===== src/rtl/swap_ctrl_if.sv =====
// Handshake and register-file bus for swap_ctrl.
// The slave modport is the controller's view. The master modport is the view of
// whatever issues swap requests and owns the register file.
//   start, rs_addr, rt_addr    : swap request (addresses of the pair)
//   rf_rsa/rf_rsb, rf_rd_a/b   : two combinational read ports
//   rf_wa, rf_wd, rf_we        : single write port
//   busy, done, swap_cnt       : status
interface swap_ctrl_if;
    logic        start;
    logic [3:0]  rs_addr;
    logic [3:0]  rt_addr;
    logic [3:0]  rf_rsa;
    logic [3:0]  rf_rsb;
    logic [31:0] rf_rd_a;
    logic [31:0] rf_rd_b;
    logic [3:0]  rf_wa;
    logic [31:0] rf_wd;
    logic        rf_we;
    logic        busy;
    logic        done;
    logic [7:0]  swap_cnt;

    modport slave (
        input  start, rs_addr, rt_addr, rf_rd_a, rf_rd_b,
        output rf_rsa, rf_rsb, rf_wa, rf_wd, rf_we, busy, done, swap_cnt
    );

    modport master (
        output start, rs_addr, rt_addr, rf_rd_a, rf_rd_b,
        input  rf_rsa, rf_rsb, rf_wa, rf_wd, rf_we, busy, done, swap_cnt
    );
endinterface


===== src/rtl/swap_ctrl.sv =====
// Register swap controller. It exchanges the contents of two register-file
// entries. The controller reads both entries in one cycle and then writes each
// one back with the other's value.
//   clk    : rising-edge clock
//   rst_f  : synchronous active-low reset
//   bus    : swap_ctrl_if.slave (request, register-file ports, status)
//
// state  | meaning
// -------+----------------------------------------------------------
// IDLE   | waiting for start; latches rs/rt when start is seen
// READ   | captures both read ports into buf_a/buf_b
// WR_A   | writes buf_b to rs (suppressed if rs == 0)
// WR_B   | writes buf_a to rt (suppressed if rt == 0)
// DONE   | one-cycle done pulse, bumps swap_cnt
module swap_ctrl (
    input  logic        clk,
    input  logic        rst_f,
    swap_ctrl_if.slave  bus
);

    typedef enum logic [2:0] {
        S_IDLE = 3'd0,
        S_READ = 3'd1,
        S_WR_A = 3'd2,
        S_WR_B = 3'd3,
        S_DONE = 3'd4
    } state_t;

    state_t      state_q, state_d;
    logic [3:0]  rs_q, rs_d;
    logic [3:0]  rt_q, rt_d;
    logic [31:0] buf_a_q, buf_a_d;
    logic [31:0] buf_b_q, buf_b_d;
    logic [7:0]  cnt_q, cnt_d;

    logic        we;
    logic [3:0]  wa;
    logic [31:0] wd;
    logic        busy;
    logic        done;

    always_ff @(posedge clk) begin
        if (!rst_f) begin
            state_q <= S_IDLE;
            rs_q    <= 4'd0;
            rt_q    <= 4'd0;
            buf_a_q <= 32'd0;
            buf_b_q <= 32'd0;
            cnt_q   <= 8'd0;
        end else begin
            state_q <= state_d;
            rs_q    <= rs_d;
            rt_q    <= rt_d;
            buf_a_q <= buf_a_d;
            buf_b_q <= buf_b_d;
            cnt_q   <= cnt_d;
        end
    end

    always_comb begin
        state_d = state_q;
        rs_d    = rs_q;
        rt_d    = rt_q;
        buf_a_d = buf_a_q;
        buf_b_d = buf_b_q;
        cnt_d   = cnt_q;
        we      = 1'b0;
        wa      = 4'd0;
        wd      = 32'd0;
        busy    = 1'b1;
        done    = 1'b0;
        case (state_q)
            S_IDLE: begin
                busy = 1'b0;
                if (bus.start) begin
                    rs_d    = bus.rs_addr;
                    rt_d    = bus.rt_addr;
                    state_d = S_READ;
                end
            end
            S_READ: begin
                buf_a_d = bus.rf_rd_a;
                buf_b_d = bus.rf_rd_b;
                // Swapping a register with itself is a no-op, so skip the writes.
                state_d = (rs_q != rt_q) ? S_WR_A : S_DONE;
            end
            S_WR_A: begin
                wa      = rs_q;
                wd      = buf_b_q;
                // Register 0 is hard-wired, so writes to it are dropped.
                we      = (rs_q != 4'd0);
                state_d = S_WR_B;
            end
            S_WR_B: begin
                wa      = rt_q;
                wd      = buf_a_q;
                we      = (rt_q != 4'd0);
                state_d = S_DONE;
            end
            S_DONE: begin
                done    = 1'b1;
                cnt_d   = cnt_q + 8'd1;
                state_d = S_IDLE;
            end
            default: begin
                state_d = S_IDLE;
            end
        endcase
    end

    assign bus.rf_rsa   = rs_q;
    assign bus.rf_rsb   = rt_q;
    assign bus.rf_we    = we;
    assign bus.rf_wa    = wa;
    assign bus.rf_wd    = wd;
    assign bus.busy     = busy;
    assign bus.done     = done;
    assign bus.swap_cnt = cnt_q;

endmodule


===== src/flat_wrapper.sv =====
// flat-port wrapper written by rule: the top's interface ports become plain ports
module swap_ctrl_flat 
  (clk, rst_f, bus_start, bus_rs_addr, bus_rt_addr, bus_rf_rd_a, bus_rf_rd_b, bus_rf_rsa, bus_rf_rsb, bus_rf_wa, bus_rf_wd, bus_rf_we, bus_busy, bus_done, bus_swap_cnt);
  swap_ctrl_if bus_i ();
  input  logic clk;
  input  logic rst_f;
  input wire logic [$bits(bus_i.start)-1:0] bus_start;
  input wire logic [$bits(bus_i.rs_addr)-1:0] bus_rs_addr;
  input wire logic [$bits(bus_i.rt_addr)-1:0] bus_rt_addr;
  input wire logic [$bits(bus_i.rf_rd_a)-1:0] bus_rf_rd_a;
  input wire logic [$bits(bus_i.rf_rd_b)-1:0] bus_rf_rd_b;
  output wire logic [$bits(bus_i.rf_rsa)-1:0] bus_rf_rsa;
  output wire logic [$bits(bus_i.rf_rsb)-1:0] bus_rf_rsb;
  output wire logic [$bits(bus_i.rf_wa)-1:0] bus_rf_wa;
  output wire logic [$bits(bus_i.rf_wd)-1:0] bus_rf_wd;
  output wire logic [$bits(bus_i.rf_we)-1:0] bus_rf_we;
  output wire logic [$bits(bus_i.busy)-1:0] bus_busy;
  output wire logic [$bits(bus_i.done)-1:0] bus_done;
  output wire logic [$bits(bus_i.swap_cnt)-1:0] bus_swap_cnt;
  assign bus_i.start = bus_start;
  assign bus_i.rs_addr = bus_rs_addr;
  assign bus_i.rt_addr = bus_rt_addr;
  assign bus_i.rf_rd_a = bus_rf_rd_a;
  assign bus_i.rf_rd_b = bus_rf_rd_b;
  assign bus_rf_rsa = bus_i.rf_rsa;
  assign bus_rf_rsb = bus_i.rf_rsb;
  assign bus_rf_wa = bus_i.rf_wa;
  assign bus_rf_wd = bus_i.rf_wd;
  assign bus_rf_we = bus_i.rf_we;
  assign bus_busy = bus_i.busy;
  assign bus_done = bus_i.done;
  assign bus_swap_cnt = bus_i.swap_cnt;
  swap_ctrl u_core (.clk(clk), .rst_f(rst_f), .bus(bus_i));
endmodule

===== config.mk =====
export PLATFORM = sky130hd
export DESIGN_NAME = swap_ctrl_flat
export DESIGN_NICKNAME = d
export VERILOG_FILES = /design/src/rtl/swap_ctrl_if.sv /design/src/rtl/swap_ctrl.sv /design/src/flat_wrapper.sv
export SDC_FILE = /design/constraint.sdc
export NUM_CORES = 1
export LEC_CHECK = 0
export CAP_MARGIN = 20
export CORE_ASPECT_RATIO = 0.8
export CORE_MARGIN = 1
export CORE_UTILIZATION = 55
export CTS_BUF_LIST = sky130_fd_sc_hd__clkbuf_4 sky130_fd_sc_hd__clkbuf_8 sky130_fd_sc_hd__clkbuf_16
export CTS_CLUSTER_DIAMETER = 100
export CTS_CLUSTER_SIZE = 40
export DETAILED_ROUTE_END_ITERATION = 7
export DONT_BUFFER_PORTS = 1
export HOLD_SLACK_MARGIN = 0.08
export PLACE_DENSITY_LB_ADDON = 0.1
export SYNTH_ARGS = -nofsm -noshare
export SYNTH_HDL_FRONTEND = slang
export SYNTH_SLANG_ARGS = --single-unit

===== constraint.sdc =====
create_clock -name clk -period 1.65 [get_ports clk]
set_input_delay 0.33 -clock clk [delete_from_list [all_inputs] [get_ports clk]]
set_output_delay 0.33 -clock clk [all_outputs]
set_load 0.01 [all_outputs]

==> metrics.yaml, run 1 <==
cts:
  cts_root_buf: "clkbuf_8"
  cts.sinks: 83
  cts_htree_levels: 3
  cts_tree: "built"
  path_clk_slew_ns: 0.09
  numCtsBuffers: 9
  clockBufferDepth: 2
  clk_latency_ns: 0.35
  cts_hold_buf: 0
min_path:
  worstHoldEndpoint: "u_core.buf_b_q[10]"
  holdPathStages: 2
  min_path_type: "primary input to flop"
  hold_start: "bus_rf_rd_b[10]"
sta:
  fmax_mhz: 529
  holdWs_ns: 0.0998
  worst_pin_slew_ns: 0.444
  grt_setup_unrepaired: "true"
  finalWorstPathRequiredPeriod_ns: 1.89
  slew_headroom_pct: 70.1
  finClkSkew_ns: 0.00381
  fin_ws_ns: -0.241
  drv_slew: 0
  hold_viol: 0
  finalSetupViolCount: 39
  tns_ns: -7.74
  post-route-period-util_pct: 115
worst_setup_path:
  crit_required_ns: 1.32
  crit_start: "u_core.state_q[0]"
  arrival_ns: 1.56
  rr_endpoint: "u_core.bus.swap_cnt[5]"
  worstSetupPathType: "flop to output port"
  start_kind: "flop"
  r2r_start: "u_core.state_q[0]"
  r2r_slack_ns: 0.10
  worstRegToRegCells: 3
  critPathMaxFanout: 8
  cp-end-kind: "output port"
grt:
  first_global_vias: 2688
  grt_remaining_overflow: 0
  grt_pass1_wl_um: 12700
  grt_max_degree: 65
  track_usage_pct: 24.8
  antenna_found_initial: 0
placement:
  gp_congestion: 0.797
  dpl.hpwl_um: 5330
  portBuffers: 0
  dpl_cell_area_sq_mm: 0.00359
  dp_slack_ns: 0.0748
  place_inst: 494
route:
  drtIter0Drc: 118
  vias_per_cell: 5.76
  drtAntennaViolNets: 0
  drt_pre_antenna_iters: 4
  drt-total-wl_um: 8840
  drcViolationCount: 0
  vias: 2992
  wl_per_cell_um: 17.0
yosys:
  synthesis.area_sq_mm: 0.00341
  synth-edff-count: 0
  synthCells: 426
  yosys.area.top_type: "dfxtp_1"
  avgSynthCellArea_sq_um: 8.01
  synth_top_cell_area_share_pct: 48.7
  async_flop_share_pct: 0
  synth.area.top_cells: "dfxtp_1 49%, nand2_1 16%, a21oi_1 11%"
  ys_types: 35
  synth-seq-cells: 83
  dominantRegCellSynth: "dfxtp_1"
  ys_seq_area_share_pct: 48.7
  ys_warn_count: 0
  syn-num-nets: 502
power:
  power_leakage_nw: 1.65
  vdd.ir_drop.worst_uv: 716
  power.density_mw_per_mm2: 1020
die:
  num_rows: 25
  core_area_sq_mm: 0.00594
  start_util_pct: 57.4
  die_area_sq_mm: 0.00653
  die_y_um: 72.5
  die_x_um: 90.1
  ios: 130
finish:
  layout.cells.non_filler: 519
  diodes: 0
  syn_to_final_growth_pct: 25.4
  n_fill_cell: 486
  finalNetCount: 509
  drive_above_1_share_pct: 20.8
  finalInstanceArea_sq_mm: 0.00428
status:
  status: "finished with violations"
  violations: "setup timing"
flow_run:
  cap_violations: 0
per-layer routing:
layer  global-route usage, %  share of wire, %  vias up
met3                    11.0               8.2       12
met4                    9.86               1.3        0
li1                        -                 -     1477
met2                    39.4                48       96
met5                       0                 0        -
met1                    29.7                42     1407
final cells by class:
type / count / area (sq um) / share of cell area (%)
clock inverters: 6 / 48.8 / 1.14
flip-flops and latches: 83 / 1670 / 38.9
multi-input cells: 304 / 1900 / 44.5
inverters: 5 / 23.8 / 0.555
well taps: 81 / 101 / 2.37
repair buffers: 30 / 399 / 9.32
clock buffers: 10 / 138 / 3.22
placed cells by master (no fill, tap or decap), types with 2 or more instances in the layout:
cell and instances:
a21oi_1 77, a22o_1 7, a22o_4 28, buf_12 6, buf_4 13, buf_6 7
clkbuf_16 3, clkbuf_8 10, clkinvlp_4 3, dfxtp_1 80, dfxtp_2 3, inv_1 3
inv_6 3, nand2_1 148, nand2b_1 2, nand4_1 3, nor2_1 2, o21ai_0 2
o31ai_1 3, or3b_4 2, or4_1 3, xnor2_1 2, xor2_1 4
where the power goes:
group	internal, mW	leakage, nW	switching, mW
clock network	0.600	0.0855	0.766
logic	0.311	0.888	0.425
registers	2.15	0.678	0.132
total	3.06	1.65	1.32
state kept, by name, summed over array words and instances (netlist names):
| signal | cells |
|---|---|
| u_core.buf_a_q | 32 |
| u_core.buf_b_q | 32 |
| u_core.bus.rf_rsa | 4 |
| u_core.bus.rf_rsb | 4 |
| u_core.bus.swap_cnt | 8 |
| u_core.state_q | 3 |
kinds of logic (layout without fill, tap and decap cells):
logic type,Yosys count,after routing,synth area share (%)
adder cells (fa/ha/maj),1,1,0.367
AO/OA/AOI/OAI,121,121,22.3
buffers and inverters,39,51,4.73
flip-flops,83,83,48.7
multiplexers,2,2,0.587
XOR/XNOR,6,6,1.54
AND/OR/NAND/NOR,174,174,21.8
worst max path at each step:
stage / endpoint / slack (ns) / cells past startpoint
after floorplan: bus_rf_we / 0.05 / 5
after global placement: u_core.bus.rf_rsb[3] / 0.1 / 4
after detailed placement: u_core.bus.swap_cnt[5] / 0.07 / 3
after CTS: bus_rf_wd[21] / -0.22 / 4
after global routing: bus_rf_we / -0.31 / 6
final: bus_rf_we / -0.24 / 6
worst max-delay path, cell delays in order (launching register included):
cell and delay (ns):
dfxtp_2 0.35, buf_6 0.12, nor3b_4 0.22, buf_6 0.16, buf_12 0.14, o31ai_4 0.06
nand3b_1 0.14
what timing repair did:
item                                    in CTS  in global routing
buffers inserted                             2                  2
gates cloned                                 1                  4
pin swaps                                    2                  5
gates resized for setup                     18                 44
endpoints found under the setup margin      38                 47
per-stage QoR:
stage               util (%)  power, mW
floorplan                  -       2.71
global placement        60.4       2.85
detailed placement      60.4       2.87
CTS                     65.6       4.26
global route            72.0       4.57
finish                  72.0       4.38
synthesized netlist by cell type (all sizes together) (3+ instances only):
library cell,number
inv,5
a21oi,77
o31ai,5
or4,3
buf,14
a22o,35
xor2,4
dfxtp,83
clkbuf,20
nand4,3
nand2,148
Note: power is estimated with default switching activity, not from simulation.
==> run 2: changes to the inputs <==
- CORE_MARGIN: 1 -> not set
- PLACE_DENSITY: not set -> 0.73
- PLACE_DENSITY_LB_ADDON: 0.1 -> not set
==> run 2 against run 1 <==
Critical path depth shrank 1. Sequential share of layout area shrank 1.6 points. Cell count grew 1.9%. The flow still finishes with violations (setup timing). Maximum frequency shrank 2.6%. Combinational power grew 9.4%. Hold slack lost 0.0053 ns. Global-route usage grew 3.1 points. Critical path type unchanged. Largest cell class unchanged.
==> metrics.yaml, run 2 (same netlist as run 1, synthesis figures left out) <==
sta:
  finalSetupViolCount: 40  # +2.6%
  hold_viol: 0  # unchanged
  worst_pin_slew_ns: 0.512  # +0.0679 ns
  drv_slew: 0  # unchanged
  finalWorstPathRequiredPeriod_ns: 1.94  # +0.0509 ns
  fin_ws_ns: -0.291  # -0.0509 ns
  finClkSkew_ns: 0.00647  # +0.00266 ns
  grt_setup_unrepaired: "true"
  post-route-period-util_pct: 118  # +3.1 points
  tns_ns: -9.01  # -1.28 ns
  slew_headroom_pct: 65.8  # -4.3 points
  fmax_mhz: 515  # -2.6%
route:
  vias: 3111  # +4.0%
  drt-total-wl_um: 9410  # +6.4%
  drtIter0Drc: 158  # +34%
  drtAntennaViolNets: 0  # unchanged
  drcViolationCount: 0  # unchanged
  wl_per_cell_um: 17.8  # +4.3%
  drt_pre_antenna_iters: 4  # unchanged
  vias_per_cell: 5.88  # +2.0%
cts:
  clockBufferDepth: 2  # unchanged
  cts_tree: "built"
  clk_latency_ns: 0.36  # about the same
  numCtsBuffers: 9  # unchanged
  cts_htree_levels: 3  # unchanged
  cts_root_buf: "clkbuf_8"
  cts.sinks: 83  # unchanged
  path_clk_slew_ns: 0.09  # about the same
worst_setup_path:
  cpPeakStageDelay_ns: 0.36  # about the same
  crit_start: "u_core.state_q[2]"
  slowest_stage: "dfxtp_4"
  worstSetupPathType: "flop to output port"
  start_kind: "flop"
  critPathCapture: "bus_rf_wd[10]"
  path_common_cell: "buf_6"
  cp-end-kind: "output port"
  critPathMaxFanout: 8  # unchanged
  path_cells: "buf_6 -> nor3b_4 -> buf_6 -> buf_8 -> a22o_1"
  crit_required_ns: 1.32  # about the same
  rr_endpoint: "u_core.bus.swap_cnt[5]"
  worstRegToRegCells: 4  # +1
  r2r_slack_ns: 0  # -0.10 ns
  r2r_start: "u_core.state_q[0]"
  arrival_ns: 1.61  # +0.05 ns
grt:
  grt_remaining_overflow: 0  # unchanged
  antenna_found_initial: 0  # unchanged
  grt_pass1_wl_um: 14400  # +13%
  grt_max_degree: 43  # -34%
  track_usage_pct: 27.9  # +3.1 points
  first_global_vias: 2925  # +8.8%
flow_run:
  cap_violations: 0  # unchanged
die:
  core_area_sq_mm: 0.00594  # unchanged
  num_rows: 25  # unchanged
  start_util_pct: 57.4  # unchanged
  die_y_um: 72.5  # unchanged
  ios: 130  # unchanged
  die_area_sq_mm: 0.00653  # unchanged
  die_x_um: 90.1  # unchanged
finish:
  syn_to_final_growth_pct: 31.2
  diodes: 0  # unchanged
  layout.cells.non_filler: 529  # +1.9%
  drive_above_1_share_pct: 23.4  # +2.7 points
  final_util_pct: 75.3  # +3.3 points
  layout_commonest_cell: "nand2_1"
  final_cell_mix: "148 x nand2_1, 80 x dfxtp_1, 73 x a21oi_1"
  finalInstanceArea_sq_mm: 0.00448  # +4.6%
  finalNetCount: 519  # +2.0%
power:
  power_leakage_nw: 1.76  # +6.4%
  power.density_mw_per_mm2: 997  # -2.6%
  vdd.ir_drop.worst_uv: 700  # -2.2%
placement:
  portBuffers: 0  # unchanged
  gp_congestion: 0.757  # -5.0%
  place_inst: 495  # +0.20%
  dpl.hpwl_um: 5370  # +0.78%
  dpl_cell_area_sq_mm: 0.00360  # +0.21%
min_path:
  min_path_type: "primary input to flop"
status:
  status: "finished with violations"
  violations: "setup timing"
## run 2: cell types whose count changed in the layout (fill, tap and decap cells not counted), moves of 3 or more
cell | previous run | this run
a21oi_1 | 77 | 73
a21oi_2 | 0 | 4
dlygate4sd3_1 | 0 | 4
a22o_1 | 7 | 4
a22o_4 | 28 | 31
buf_16 | 1 | 4
buf_6 | 7 | 10
buf_8 | 0 | 3
dfxtp_2 | 3 | 0
dfxtp_4 | 0 | 3
## run 2: report_power, final
group	internal (mW)	switching [mW]	total, mW
Combinational	0.362	0.443	0.805
Clock	0.573	0.801	1.37
Sequential	2.15	0.140	2.29
## run 2: per-stage QoR
stage | hold slack, ns | power, mW | worst slack, ns
2_1_floorplan | 0.436 | 2.71 | 0.0537
3_3_place_gp | 0.442 | 2.87 | 0.0816
3_5_place_dp | 0.447 | 2.89 | -0.0000957
4_1_cts | 0.0805 | 4.39 | -0.257
5_1_grt | 0.0809 | 4.67 | -0.351
6_report | 0.0945 | 4.47 | -0.291
## run 2: timing repair
item | in CTS | in global routing
endpoints found under the hold margin | 3 | 1
gates resized for setup | 53 | 29
buffers inserted | 6 | 2
endpoints found under the setup margin | 39 | 43
pin swaps | 15 | 22
cloned | 5 | 1
hold buffers | 3 | 1
## run 2: critical path: cells and delay by family (launching register included)
family,cells,cell delay [ns]
DFF,1,0.36
AOI/OAI and AO/OA,1,0.19
buffers and inverters,3,0.48
and+or+nand+nor,1,0.23
## run 2: final cells by class
class	instances	area [sq um]
multi-input cells	304	1940
flip-flops and latches	83	1670
fillers	441	1470
repair buffers	40	556
clock buffers	9	124
well taps	81	101
clock inverters	7	58.8
inverters	5	21.3
## run 2: layer usage
metal,track usage (%),up-vias,wire [um]
li1,-,1494,-
met4,8.78,0,87
met1,34.3,1473,3950
met5,0,-,0
met3,9.22,9,663
met2,46.9,135,4700
## run 2: worst min path at each step
stage / from / end / depth (start not counted)
4_1_cts: bus_rf_rd_a[24] / u_core.buf_a_q[24] / 2
2_1_floorplan: u_core.buf_a_q[0] / u_core.buf_a_q[0] / 2
3_5_place_dp: u_core.buf_a_q[26] / u_core.buf_a_q[26] / 2
6_report: bus_rf_rd_b[20] / u_core.buf_b_q[20] / 2
3_3_place_gp: u_core.buf_b_q[15] / u_core.buf_b_q[15] / 2
5_1_grt: bus_rf_rd_a[27] / u_core.buf_a_q[27] / 2
